===== config.mk =====
export PLATFORM = sky130hd
export DESIGN_NAME = write_back_unit
export DESIGN_NICKNAME = d
export VERILOG_FILES = /design/src/rtl/write_back_unit.sv
export SDC_FILE = /design/constraint.sdc
export NUM_CORES = 1
export LEC_CHECK = 0
export CAP_MARGIN = 20
export CORE_MARGIN = 2
export CORE_UTILIZATION = 26
export DETAILED_ROUTE_END_ITERATION = 10
export DONT_BUFFER_PORTS = 1
export GPL_TIMING_DRIVEN = 0
export HOLD_SLACK_MARGIN = 0.02
export SKIP_LAST_GASP = 1
export SLEW_MARGIN = 20
export SYNTH_ARGS = -nofsm -noshare
export SYNTH_HDL_FRONTEND = slang
export SYNTH_SLANG_ARGS = --single-unit
export TNS_END_PERCENT = 5

===== constraint.sdc =====
create_clock -name clk -period 6.2 [get_ports clk]
set_input_delay 1.55 -clock clk [delete_from_list [all_inputs] [get_ports clk]]
set_output_delay 1.55 -clock clk [all_outputs]
set_load 0.02 [all_outputs]

===== src/rtl/write_back_unit.sv =====
// Write-back stage: selects the retiring result, aligns/extends load data,
// drives the registered register-file write triple and stalls on busy loads.
module write_back_unit (
  input  logic        clk,
  input  logic        reset,
  input  logic        mem_valid,
  input  logic        d_mem_r_in,
  input  logic [1:0]  mux_result,
  input  logic [2:0]  fun_3,
  input  logic [31:0] alu_result,
  input  logic [31:0] imm_in,
  input  logic [31:0] pc_plus_4,
  input  logic [4:0]  write_address_in,
  input  logic        write_reg_en_in,
  input  logic [31:0] d_mem_read_data,
  input  logic        d_mem_busy,
  output logic [31:0] data_out,
  output logic [4:0]  write_address_out,
  output logic        write_reg_enable_out,
  output logic        stall_out,
  output logic [31:0] retired_count
);

  localparam int unsigned XLEN  = 32;
  localparam int unsigned AW    = 5;
  localparam int unsigned SEL_W = 2;
  localparam int unsigned F3_W  = 3;

  typedef enum logic {IDLE, WAIT_MEM} state_t;

  state_t state, next_state;

  logic [SEL_W-1:0] lat_mux;
  logic [F3_W-1:0]  lat_fun3;
  logic [1:0]       lat_off;
  logic [AW-1:0]    lat_rd;
  logic             lat_we;

  logic [SEL_W-1:0] sel_mux;
  logic [F3_W-1:0]  sel_fun3;
  logic [1:0]       sel_off;
  logic [AW-1:0]    sel_rd;
  logic             sel_we;
  logic             commit_c;
  logic             issue_wait_c;
  logic [XLEN-1:0]  load_c;
  logic [XLEN-1:0]  result_c;

  // State register
  always_ff @(posedge clk) begin
    if (reset) state <= IDLE;
    else       state <= next_state;
  end

  // Next state, commit strobe and stall
  always_comb begin
    next_state   = state;
    commit_c     = 1'b0;
    issue_wait_c = 1'b0;
    stall_out    = 1'b0;
    case (state)
      IDLE: begin
        stall_out = mem_valid & d_mem_r_in & d_mem_busy;
        if (mem_valid) begin
          if (d_mem_r_in && d_mem_busy) begin
            issue_wait_c = 1'b1;
            next_state   = WAIT_MEM;
          end else begin
            commit_c = 1'b1;
          end
        end
      end
      WAIT_MEM: begin
        stall_out = d_mem_busy;
        if (!d_mem_busy) begin
          commit_c   = 1'b1;
          next_state = IDLE;
        end
      end
      default: next_state = IDLE;
    endcase
  end

  // Fields of a load parked while memory is busy
  always_ff @(posedge clk) begin
    if (reset) begin
      lat_mux  <= '0;
      lat_fun3 <= '0;
      lat_off  <= '0;
      lat_rd   <= '0;
      lat_we   <= 1'b0;
    end else if (issue_wait_c) begin
      lat_mux  <= mux_result;
      lat_fun3 <= fun_3;
      lat_off  <= alu_result[1:0];
      lat_rd   <= write_address_in;
      lat_we   <= write_reg_en_in;
    end
  end

  always_comb begin
    sel_mux  = mux_result;
    sel_fun3 = fun_3;
    sel_off  = alu_result[1:0];
    sel_rd   = write_address_in;
    sel_we   = write_reg_en_in;
    if (state == WAIT_MEM) begin
      sel_mux  = lat_mux;
      sel_fun3 = lat_fun3;
      sel_off  = lat_off;
      sel_rd   = lat_rd;
      sel_we   = lat_we;
    end
  end

  // Lane select and sign/zero extension of load data
  always_comb begin
    logic [7:0]  lane_b;
    logic [15:0] lane_h;
    lane_b = d_mem_read_data[8*sel_off +: 8];
    lane_h = sel_off[1] ? d_mem_read_data[31:16] : d_mem_read_data[15:0];
    case (sel_fun3)
      3'b000:  load_c = {{24{lane_b[7]}}, lane_b};
      3'b100:  load_c = {24'h0, lane_b};
      3'b001:  load_c = {{16{lane_h[15]}}, lane_h};
      3'b101:  load_c = {16'h0, lane_h};
      default: load_c = d_mem_read_data;
    endcase
  end

  always_comb begin
    case (sel_mux)
      2'b00:   result_c = alu_result;
      2'b01:   result_c = load_c;
      2'b10:   result_c = imm_in;
      default: result_c = pc_plus_4;
    endcase
  end

  // Registered write triple and retirement counter
  always_ff @(posedge clk) begin
    if (reset) begin
      data_out             <= '0;
      write_address_out    <= '0;
      write_reg_enable_out <= 1'b0;
      retired_count        <= '0;
    end else begin
      write_reg_enable_out <= 1'b0;
      if (commit_c) begin
        data_out             <= result_c;
        write_address_out    <= sel_rd;
        write_reg_enable_out <= sel_we & (sel_rd != AW'(0));
        retired_count        <= retired_count + XLEN'(1);
      end
    end
  end

endmodule


Word level (Yosys, flattened, before mapping)
Cells that the tools add are included.
{"block": "word_totals", "wordCells": 45, "in_bits": 144, "register_bits": 84, "output_inout_bits": 71}
{"block": "op_classes", "shift": 1, "add_sub_neg": 1, "reduce_logical": 5, "bitwise_logic": 5, "eq_ne": 5, "muxes": 18}
{"cell": "one-hot mux 32 bit (4 select lines)", "count": 1}
{"cell": "one-hot mux 32 bit (3 select lines)", "count": 1}
{"cell": "adder 32 x 1 -> 32 bit, second input constant", "count": 1}
{"cell": "variable part select 32 x 6 -> 8 bit", "count": 1}
{"cell": "2-to-1 mux 16 bit", "count": 1}
{"cell": "2-to-1 mux 1 bit", "count": 8}
{"cell": "equality test 3 bit, second input constant", "count": 2}
{"cell": "one-hot mux 1 bit (2 select lines)", "count": 3}
{"cell": "2-to-1 mux 5 bit", "count": 1}
{"cell": "nonzero test 5 bit", "count": 1}
{"cell": "2-to-1 mux 2 bit", "count": 2}
{"cell": "bitwise AND 1 bit", "count": 3}
{"cell": "equality test 3 x 1 -> 1 bit, second input constant", "count": 1}
{"cell": "zero test 3 bit", "count": 1}
{"cell": "2-to-1 mux 3 bit", "count": 1}
{"cell": "equality test 2 x 1 -> 1 bit, second input constant", "count": 1}
{"cell": "equality test 2 bit, second input constant", "count": 1}
{"cell": "zero test 2 bit", "count": 1}
{"cell": "NOT 1 bit", "count": 2}
{"cell": "OR reduction 2 bit", "count": 1}
{"cell": "logical AND 1 bit", "count": 1}

Logic depth before layout (Yosys ltp)
{"block": "logic_depth", "word_depth": 6, "ltp_mapped": 9, "ltp_nobuf": 6}

Worst setup path before layout
Ideal clock, no wire load.
{"block": "synth_timing", "path_kind": "input to output", "startpoint": "input mem_valid", "endpoint": "output stall_out", "setup_slack_ns": 2.708, "stages": 2, "t_arrival_ns": 1.942, "n_path_buf": 0, "required_ns": 4.650, "cell_sequence": "and2_1 o21a_1"}
{"block": "synth_via", "elab_chain_cells": 3}
{"element": "start, declared", "line_no": "6", "rtl": "input logic mem_valid,"}
{"element": "bitwise AND 1 bit (2 in series)", "line_no": "63", "rtl": "stall_out = mem_valid & d_mem_r_in & d_mem_busy;"}
{"element": "one-hot mux 1 bit (2 select lines)", "line_no": "61", "rtl": "case (state)"}
{"element": "end, declared", "line_no": "20", "rtl": "output logic stall_out,"}
Every way passes these cells.

Final worst setup path
{"block": "layout_timing", "startpoint": "register state", "endpoint": "output stall_out"}
{"block": "layout_via", "elab_chain_cells": 2}
{"element": "start, declared", "line_no": "31", "rtl": "state_t state, next_state;"}
{"element": "start signal, assigned", "line_no": "52", "rtl": "else state <= next_state;"}
{"element": "NOT 1 bit"}
{"element": "one-hot mux 1 bit (2 select lines) *", "line_no": "61"}
Mark *: on every way between the ends. The rest lies on a longest branch, timed or not.

==> results.json <==
{
  "grt_overflow": 0,
  "grt_pass1_vias": 4906,
  "ctsHoldBuffers": 0,
  "maxCapViolations": 0,
  "grt_max_degree": 16,
  "cts_setup_buffers": 0,
  "power_leakage_uw": 0.001970,
  "yosys.area_share.simple": 0.1681,
  "dieArea_um2": 21250,
  "r2r_end": "data_out[15]",
  "synthCells": 627,
  "critPathMaxStageDelay_ns": 0.53,
  "pre_cts_ws_ns": 2.667,
  "root_buffer": "clkbuf_16",
  "synthXorXnorAreaFrac": 0.02849,
  "post-route-period-util": 0.5949,
  "final_cell_mix": "dfxtp_1, a21oi_1, nor2_1",
  "final_hold_viol_count": 0,
  "ys_types": 67,
  "placementRows": 51,
  "cts_tree": "built",
  "fmax_mhz": 271.1,
  "drt_first_pass_iters": 5,
  "drv_slew": 0,
  "hp-class": "flop to flop",
  "antenna_found_initial": 2,
  "min_path_cells": 2,
  "post_cts_resized": 0,
  "cts_max_level": 3,
  "crit_arrival_ns": 2.14,
  "startpoint": "state",
  "cp_max_fo": 10,
  "drt_iter0_drc": 366,
  "drt-vias-per-instance": 5.587,
  "syn_nets": 772,
  "r2r_start": "state",
  "cp_data_required_time_ns": 4.65,
  "worstMarginPinSlew_ns": 0.8741,
  "ir_drop_mv": 0.1394,
  "crit_buf_inv": 4,
  "coreArea_um2": 19590,
  "area_delta_synth_final_pct": 12.14,
  "end_kind": "output port",
  "clockBufferDepth": 2,
  "fin_skew_ns": 0.01192,
  "synth_edf_count": 0,
  "async_flop_share": 0,
  "clock_sinks": 84,
  "die_w_um": 145.8,
  "crit_slowest_cell": "clkbuf_1",
  "ys_seq_elements": 84,
  "synth_seq_area_share": 0.3218,
  "design_area_um2": 5861,
  "gp_congestion": 0.8366,
  "dp_hpwl_mm": 16.29,
  "io_pins": 215,
  "path_cells": "buf_6, buf_8, buf_2, clkbuf_1, o21a_1",
  "synth.area.mux_share": 0.08164,
  "fin_tns_setup_ns": 0,
  "synth_compound_area_frac": 0.3306,
  "period_minus_slack_ns": 3.688,
  "setup-violations-final": 0,
  "final_common_cell": "dfxtp_1",
  "synth_top_family_by_area": "compound AO/OA/AOI/OAI gates",
  "grt_setup_unrepaired": "no",
  "netlist_area_um2": 5226,
  "synth_area_per_cell_um2": 8.335,
  "start_kind": "flop",
  "endpoint": "stall_out",
  "wl_mm": 20.58,
  "ant_nets": 0,
  "fin_ws_ns": 2.512,
  "critical_path_depth": 5,
  "yosys_most_used_dff": "dfxtp_1",
  "power_density_nw_per_um2": 239.5,
  "vias": 5084,
  "critPathTopFamily": "buffers and inverters",
  "rrSetupSlack_ns": 3.88,
  "hold_ws_ns": 0.4642,
  "grt_pass1_wl_mm": 30.81,
  "path_class": "flop to output port",
  "nets": 783,
  "synth_warnings": 0,
  "drive_above_1_share": 0.1073,
  "slew_headroom": 0.4124,
  "track_usage": 0.1888,
  "start_util": 0.2668,
  "status": "finished clean",
  "chipHeight_um": 145.8,
  "cts_buffers": 9,
  "synth_fa_ha_area_frac": 0.002394,
  "nFillCells": 2122,
  "placed_area_um2": 5558,
  "numPortBuffers": 0,
  "avgRoutedWirePerCell_um": 22.62,
  "rr_worst_depth": 8,
  "route.detailed.drc": 0,
  "insertion_delay_ns": 0.35,
  "path_clk_slew_ns": 0.07
}
[cell families (layout without fill, tap and decap cells)]
group           Yosys count  in the layout
compound gates          243            243
simple gates            173            173
flops                    84             84
buf+inv                  72             88
mux                      37             37
xor+xnor                 17             17
fa+ha+maj                 1              1
other cells               0              2
[metal layers]
layer | wire length, um | vias to the layer above | share of wire | track usage
li1 | - | 2416 | - | -
met1 | 8286 | 2413 | 0.40 | 0.2226
met5 | 0 | - | 0 | 0
met3 | 2093 | 32 | 0.10 | 0.07962
met2 | 9626 | 223 | 0.47 | 0.3017
met4 | 573 | 0 | 0.028 | 0.07941
[worst min-delay path: cells and delay by family, from the launching register on]
| family | cells | cell delay, ns |
|---|---|---|
| AOI/OAI and AO/OA | 1 | 0.05 |
| and+or+nand+nor | 1 | 0.05 |
| DFF | 1 | 0.31 |
[state kept, by name, summed over array words and instances, names as in the netlist]
name and count:
lat_fun3 3, data_out 32, write_reg_enable_out 1, lat_rd 5, retired_count 32, lat_we 1, lat_mux 2, state 1
lat_off 2, write_address_out 5
[power breakdown]
group	switching [uW]	leakage (uW)	internal (uW)
Sequential	52.3	0.000687	567
Clock	241	0.000144	316
Combinational	137	0.00114	90.6
[how the worst min path moves through the flow]
stage / from / to / slack (ns)
3_5_place_dp: lat_we / lat_we / 0.46
5_1_grt: lat_fun3[2] / lat_fun3[2] / 0.50
4_1_cts: lat_we / lat_we / 0.47
6_report: lat_we / lat_we / 0.46
3_3_place_gp: lat_we / lat_we / 0.45
2_1_floorplan: lat_we / lat_we / 0.44
[metrics by stage]
stage | utilization | cells | total power [uW]
3_5_place_dp | 0.2837 | 892 | 857.8
2_1_floorplan | - | 627 | 791.8
4_1_cts | 0.2989 | 908 | 1418
5_1_grt | 0.2990 | 909 | 1469
3_3_place_gp | 0.2837 | 892 | 855.4
6_report | 0.2992 | 910 | 1404
[synthesized netlist by cell type (4+ instances only)]
master,instances,area [um2]
nor2_1,50,187.7
and2_1,7,43.79
o21ai_0,24,120.1
o21a_1,12,90.09
nand2_1,41,153.9
o22ai_1,27,168.9
mux2_2,11,123.9
xnor2_1,10,87.58
a221oi_1,23,201.4
xor2_1,7,61.31
o221ai_1,12,105.1
buf_2,9,45.04
nor3_1,10,50.05
buf_6,6,67.56
inv_1,22,82.58
o221a_1,4,45.04
dfxtp_1,84,1682
or4_1,4,30.03
o21bai_1,8,60.06
nand3_1,11,55.05
a21oi_1,67,335.3
nor2b_1,7,43.79
a211oi_1,42,315.3
mux2i_1,21,210.2
and3_1,6,37.54
nand4_1,12,75.07
clkbuf_1,28,105.1
o221ai_2,4,60.06
[final cells by class]
type / count / area (um2) / share of cell area
antenna: 2 / 5.005 / 0.0008540
buffer: 49 / 264.0 / 0.04505
clock buffer: 10 / 229.0 / 0.03907
clock inverter: 6 / 68.82 / 0.01174
inverter: 23 / 86.33 / 0.01473
multi-input combinational: 471 / 3194 / 0.5450
sequential: 84 / 1682 / 0.2869
tap: 265 / 331.6 / 0.05658
Power figures use the tool's default switching activity.
